$ cat config.mk
export PLATFORM = sky130hd
export DESIGN_NAME = sm83_int_ctrl
export DESIGN_NICKNAME = d
export VERILOG_FILES = /design/src/rtl/sm83_pkg.sv /design/src/rtl/sm83_prio_enc.sv /design/src/rtl/sm83_int_ctrl.sv
export SDC_FILE = /design/constraint.sdc
export NUM_CORES = 1
export LEC_CHECK = 0
export BUFFER_PORTS_ARGS = -buffer_cell sky130_fd_sc_hd__buf_2
export CAP_MARGIN = 20
export CORE_MARGIN = 2
export CORE_UTILIZATION = 30
export CTS_BUF_LIST = sky130_fd_sc_hd__clkbuf_4 sky130_fd_sc_hd__clkbuf_8 sky130_fd_sc_hd__clkbuf_16
export DETAILED_ROUTE_END_ITERATION = 8
export GPL_TIMING_DRIVEN = 1
export SETUP_SLACK_MARGIN = 0.1
export SYNTH_ARGS = -nofsm -noshare
export SYNTH_HDL_FRONTEND = slang
export SYNTH_SLANG_ARGS = --single-unit
$ cat constraint.sdc
create_clock -name clk -period 1.5 [get_ports clk]
set_input_delay 0.075 -clock clk [delete_from_list [all_inputs] [get_ports clk]]
set_output_delay 0.075 -clock clk [all_outputs]
set_load 0.05 [all_outputs]
$ cat src/rtl/sm83_pkg.sv
// Shared types and addresses for the SM83 interrupt controller slice.
package sm83_pkg;

  typedef enum logic [2:0] {
    INT_VBLANK = 3'd0,
    INT_STAT   = 3'd1,
    INT_TIMER  = 3'd2,
    INT_SERIAL = 3'd3,
    INT_JOYPAD = 3'd4
  } int_src_t;

  localparam logic [15:0] ADDR_IF = 16'hFF0F;
  localparam logic [15:0] ADDR_IE = 16'hFFFF;

  typedef enum logic [1:0] {
    IDLE = 2'd0,
    REQ  = 2'd1,
    GAP  = 2'd2
  } int_ctrl_state_t;

endpackage

$ cat src/rtl/sm83_prio_enc.sv
// Combinational lowest-set-bit encoder; bit 0 has the highest priority.
module sm83_prio_enc #(
  parameter int N  = 5,
  parameter int IW = (N > 1) ? $clog2(N) : 1
) (
  input  logic [N-1:0]  req_i,
  output logic [IW-1:0] idx_o,
  output logic          valid_o
);

  always_comb begin
    idx_o   = '0;
    valid_o = |req_i;
    // Scan downward so the lowest set index is the last one written.
    for (int i = N - 1; i >= 0; i--) begin
      if (req_i[i]) idx_o = IW'(i);
    end
  end

endmodule

$ cat src/rtl/sm83_int_ctrl.sv
// SM83 interrupt controller: edge-detected IF register, IE masking and a
// registered request/ack dispatch handshake towards the core.
module sm83_int_ctrl
  import sm83_pkg::*;
#(
  parameter int          N_SRC      = 5,
  parameter logic [15:0] VEC_BASE   = 16'h0040,
  parameter int          VEC_STRIDE = 8
) (
  input  logic             clk,
  input  logic             rst,
  input  logic [N_SRC-1:0] irq_src,
  input  logic [8:0]       ie,
  input  logic             bus_cs,
  input  logic             bus_we,
  input  logic [7:0]       bus_wdata,
  output logic [7:0]       bus_rdata,
  output logic             int_req,
  output logic [15:0]      int_vec,
  input  logic             int_ack,
  output logic             wake
);

  localparam int IW = (N_SRC > 1) ? $clog2(N_SRC) : 1;

  logic [N_SRC-1:0] if_q, if_d;
  logic [N_SRC-1:0] src_d_q;
  logic [N_SRC-1:0] rise, pending, ack_clr;
  logic [IW-1:0]    idx_q, sel_idx;
  logic             sel_valid;
  logic             int_req_q;
  logic [15:0]      int_vec_q;
  int_ctrl_state_t  state_q;
  logic             unused_bits;

  assign unused_bits = ^{ie[8:N_SRC], bus_wdata[7:N_SRC]};

  assign rise    = irq_src & ~src_d_q;
  assign pending = if_q & ie[N_SRC-1:0];
  assign ack_clr = (state_q == REQ && int_ack) ? (N_SRC'(1) << idx_q) : '0;

  // A write replaces IF outright; a same-cycle rise still gets OR'd on top.
  always_comb begin
    if_d = (bus_cs && bus_we) ? bus_wdata[N_SRC-1:0] : (if_q & ~ack_clr);
    if_d = if_d | rise;
  end

  sm83_prio_enc #(.N(N_SRC), .IW(IW)) u_prio (
    .req_i   (pending),
    .idx_o   (sel_idx),
    .valid_o (sel_valid)
  );

  always_ff @(posedge clk) begin
    if (rst) begin
      if_q    <= '0;
      src_d_q <= '0;
    end else begin
      if_q    <= if_d;
      src_d_q <= irq_src;
    end
  end

  always_ff @(posedge clk) begin
    if (rst) begin
      state_q   <= IDLE;
      idx_q     <= '0;
      int_req_q <= 1'b0;
      int_vec_q <= 16'h0000;
    end else begin
      case (state_q)
        IDLE: begin
          if (sel_valid) begin
            idx_q     <= sel_idx;
            int_vec_q <= VEC_BASE + 16'(VEC_STRIDE) * 16'(sel_idx);
            int_req_q <= 1'b1;
            state_q   <= REQ;
          end
        end
        REQ: begin
          // Ack takes precedence; otherwise withdraw once the latched bit drops.
          if (int_ack || !pending[idx_q]) begin
            int_req_q <= 1'b0;
            state_q   <= GAP;
          end
        end
        GAP: state_q <= IDLE;
        default: begin
          int_req_q <= 1'b0;
          state_q   <= IDLE;
        end
      endcase
    end
  end

  assign int_req   = int_req_q;
  assign int_vec   = int_vec_q;
  assign bus_rdata = {{(8 - N_SRC){1'b1}}, if_q};
  assign wake      = |pending;

endmodule

==> out/metrics.yaml <==
drive_gt1_share_pct: 36.00
ys_seq_elements: 17
intPower_w: 0.0007508
setup_violations: 1
grt_max_degree: 19
dieArea_um2: 3596
cp.arrival_ps: 1440
p_total_w: 0.001277
dr.pass1.iters: 4
end_kind: "primary output"
io_buffers: 30
cts_tree: "built"
drt_iter0_markers: 13
vias: 905
critPathKind: "flop to primary output"
synth_cell_type_count: 31
grt_setup_unrepaired: "yes"
clock-sinks: 17
fin_ws_ps: -12.89
grt_pass1_vias: 853
root_buffer: "clkbuf_4"
p_sw_share_pct: 41.18
h-tree-depth: 1
gr-total-overflow: 0
rrSetupSlack_ps: 110
pwr-share-seq_pct: 42.4
die_y_um: 59.97
place_hpwl_um: 1654
cap_violations: 0
fmax_mhz: 661.0
drc_errors: 0
crit_path_max_fanout: 5
cts.path.max_buffers: 2
violations: "setup timing"
core_um2: 3028
period_minus_slack_ps: 1513
rr_startpoint: "state_q[1]"
clkLatencyLatePin_ps: 310
cp.required_ps: 1420
syn-instance-count: 111
fin_skew_ps: 5.814
rows: 20
start_util_pct: 31.03
timing.hold.ws_ps: 41.70
avgRoutedWirePerCell_um: 11.93
path_clk_slew_ps: 100
path_cells: "a222oi_1 > buf_4 > buf_6 > nand2_4 > buf_8"
grt_use_total_pct: 13.76
min_to: "if_q[1]"
avgSynthCellArea_um2: 8.465
placed_area_um2: 1101
stdcell_area_um2: 1229
crit_path_start_kind: "flop"
ir_drop_mv: 0.5620
worst-path-buf-inv: 3
pin_count: 53
synth_seq_area_share_pct: 36.22
numCtsBuffers: 3
power.leakage_nw: 0.5295
slew_viol_final: 0
hp-class: "input pin to flop"
via_per_inst: 4.665
antenna_found_initial: 0
reg2reg_to: "idx_q[0]"
routabilityCongestion: 0.8804
die_w_um: 59.97
hold_start: "bus_wdata[1]"
hold_path_depth: 3
num-nets-final: 178
hold_viol: 0
fin_tns_setup_ps: -12.89
wirelength_um: 2315
antenna_left: 0
path_delay_family: "buffers and inverters"
ff2ff_path_depth: 4
yosys_warnings: 0
clkPwrFrac_pct: 20.1
p_per_area_nw_per_um2: 1039
grt_pass1_wl_um: 3677
outcome: "complete, but fails checks"
area_growth_pct: 30.76
cpPeakStageDelay_ps: 350
diodes: 0
syn_area_um2: 939.7
period_share_pct: 100.9
crit_path_top_delay_cell: "dfxtp_2"
p_sw_w: 0.0005257
comb_power_share_pct: 37.5
==> registers in the layout, summed over array words and instances (netlist names) <==
signal   flops
state_q      2
if_q         5
idx_q        2
int_vec      2
int_req      1
src_d_q      5
==> layout make-up <==
class                   instances  area, um^2
clock buffers                   3       22.52
clock inverters                 1       5.005
repair buffers                 39       244.0
well taps                      44       55.05
fillers                       321        1799
multi-input cells              90       546.8
flip-flops and latches         17       355.3
==> power groups by stage <==
| stage | sequential [W] | combinational [W] | clock (W) |
|---|---|---|---|
| after global placement | 0.000551 | 0.000432 | 0 |
| after detailed placement | 0.000552 | 0.000435 | 0 |
| after CTS | 0.000542 | 0.000469 | 0.000260 |
| final | 0.000541 | 0.000479 | 0.000256 |
| after floorplan | 0.000638 | 0.000274 | 0 |
| after global routing | 0.000548 | 0.000512 | 0.000279 |
==> cells in the final DEF (no fill, tap or decap), drive strengths merged, types with 3 or more instances in the layout <==
master,count
a21oi,15
nor2b,11
dfxtp,17
nor2,6
o211ai,3
clkbuf,3
dlygate4sd3,5
conb,15
nand3,7
buf,34
nand2,11
==> cells by family after synthesis <==
kind of cell / after synthesis / share of synthesized area (%)
DFF: 17 / 36.22
buffers and inverters: 17 / 12.78
and+or+nand+nor: 45 / 27.30
other: 2 / 0.7992
AOI/OAI and AO/OA: 30 / 22.90
==> worst max-delay path by stage <==
stage | cells past startpoint | slack [ps] | startpoint | to
finish | 5 | -10 | if_q[4] | wake
detailed placement | 4 | 150 | state_q[1] | idx_q[0]
global route | 5 | -60 | if_q[0] | wake
floorplan | 4 | -20 | if_q[0] | int_req
global placement | 4 | 170 | state_q[1] | idx_q[0]
CTS | 5 | -6 | if_q[0] | wake
==> stage by stage <==
stage	setup WS, ps	utilization, %	instances
after floorplan	-21.46	-	124
after global placement	166.2	36.36	183
after detailed placement	147.5	36.36	183
after CTS	-6.352	39.79	193
after global routing	-57.71	40.58	194
final	-12.89	40.58	194
==> Yosys cell counts <==
cell type / number / share of area (%)
or3b_4: 1 / 1.2
conb_1: 2 / 0.80
nor2_2: 1 / 0.67
a21boi_1: 1 / 0.80
buf_1: 1 / 0.40
a211oi_1: 1 / 0.80
nor2_1: 5 / 2.0
buf_4: 15 / 12
clkbuf_1: 1 / 0.40
nor3b_1: 2 / 1.6
a222oi_1: 1 / 1.1
o31ai_1: 1 / 0.80
a22oi_1: 1 / 0.80
and2_1: 2 / 1.3
a21oi_1: 14 / 7.5
nor2b_1: 11 / 7.3
nand2b_4: 1 / 1.5
o22ai_2: 1 / 1.3
o41ai_2: 1 / 1.7
a221oi_2: 1 / 1.6
dfxtp_1: 17 / 36
a31oi_1: 2 / 1.3
nand2_1: 11 / 4.4
a32o_1: 1 / 1.1
a21oi_2: 1 / 0.93
nand3_1: 7 / 3.7
nand2b_1: 1 / 0.67
o21a_1: 1 / 0.80
and4bb_1: 1 / 1.3
nand3b_1: 2 / 1.6
o211ai_1: 3 / 2.4
==> tightest hold or removal path, stage by stage <==
cell	delay [ps]
buf_2	80
a21oi_1	50
a21oi_1	120
==> what timing repair did <==
action / CTS / global route
hold buffers: 5 / 0
buffers inserted: 1 / 1
gates resized for setup: 5 / 3
pin swaps: 1 / 1
endpoints found under the setup margin: 1 / 3
endpoints found under the hold margin: 5 / 0
==> routing by layer <==
metal	global-route usage, %	wire length, um
met5	0	0
met4	5.714	27
met2	23.14	1083
met1	16.58	1000
met3	3.463	204
Note: power is estimated with default switching activity, not from simulation.
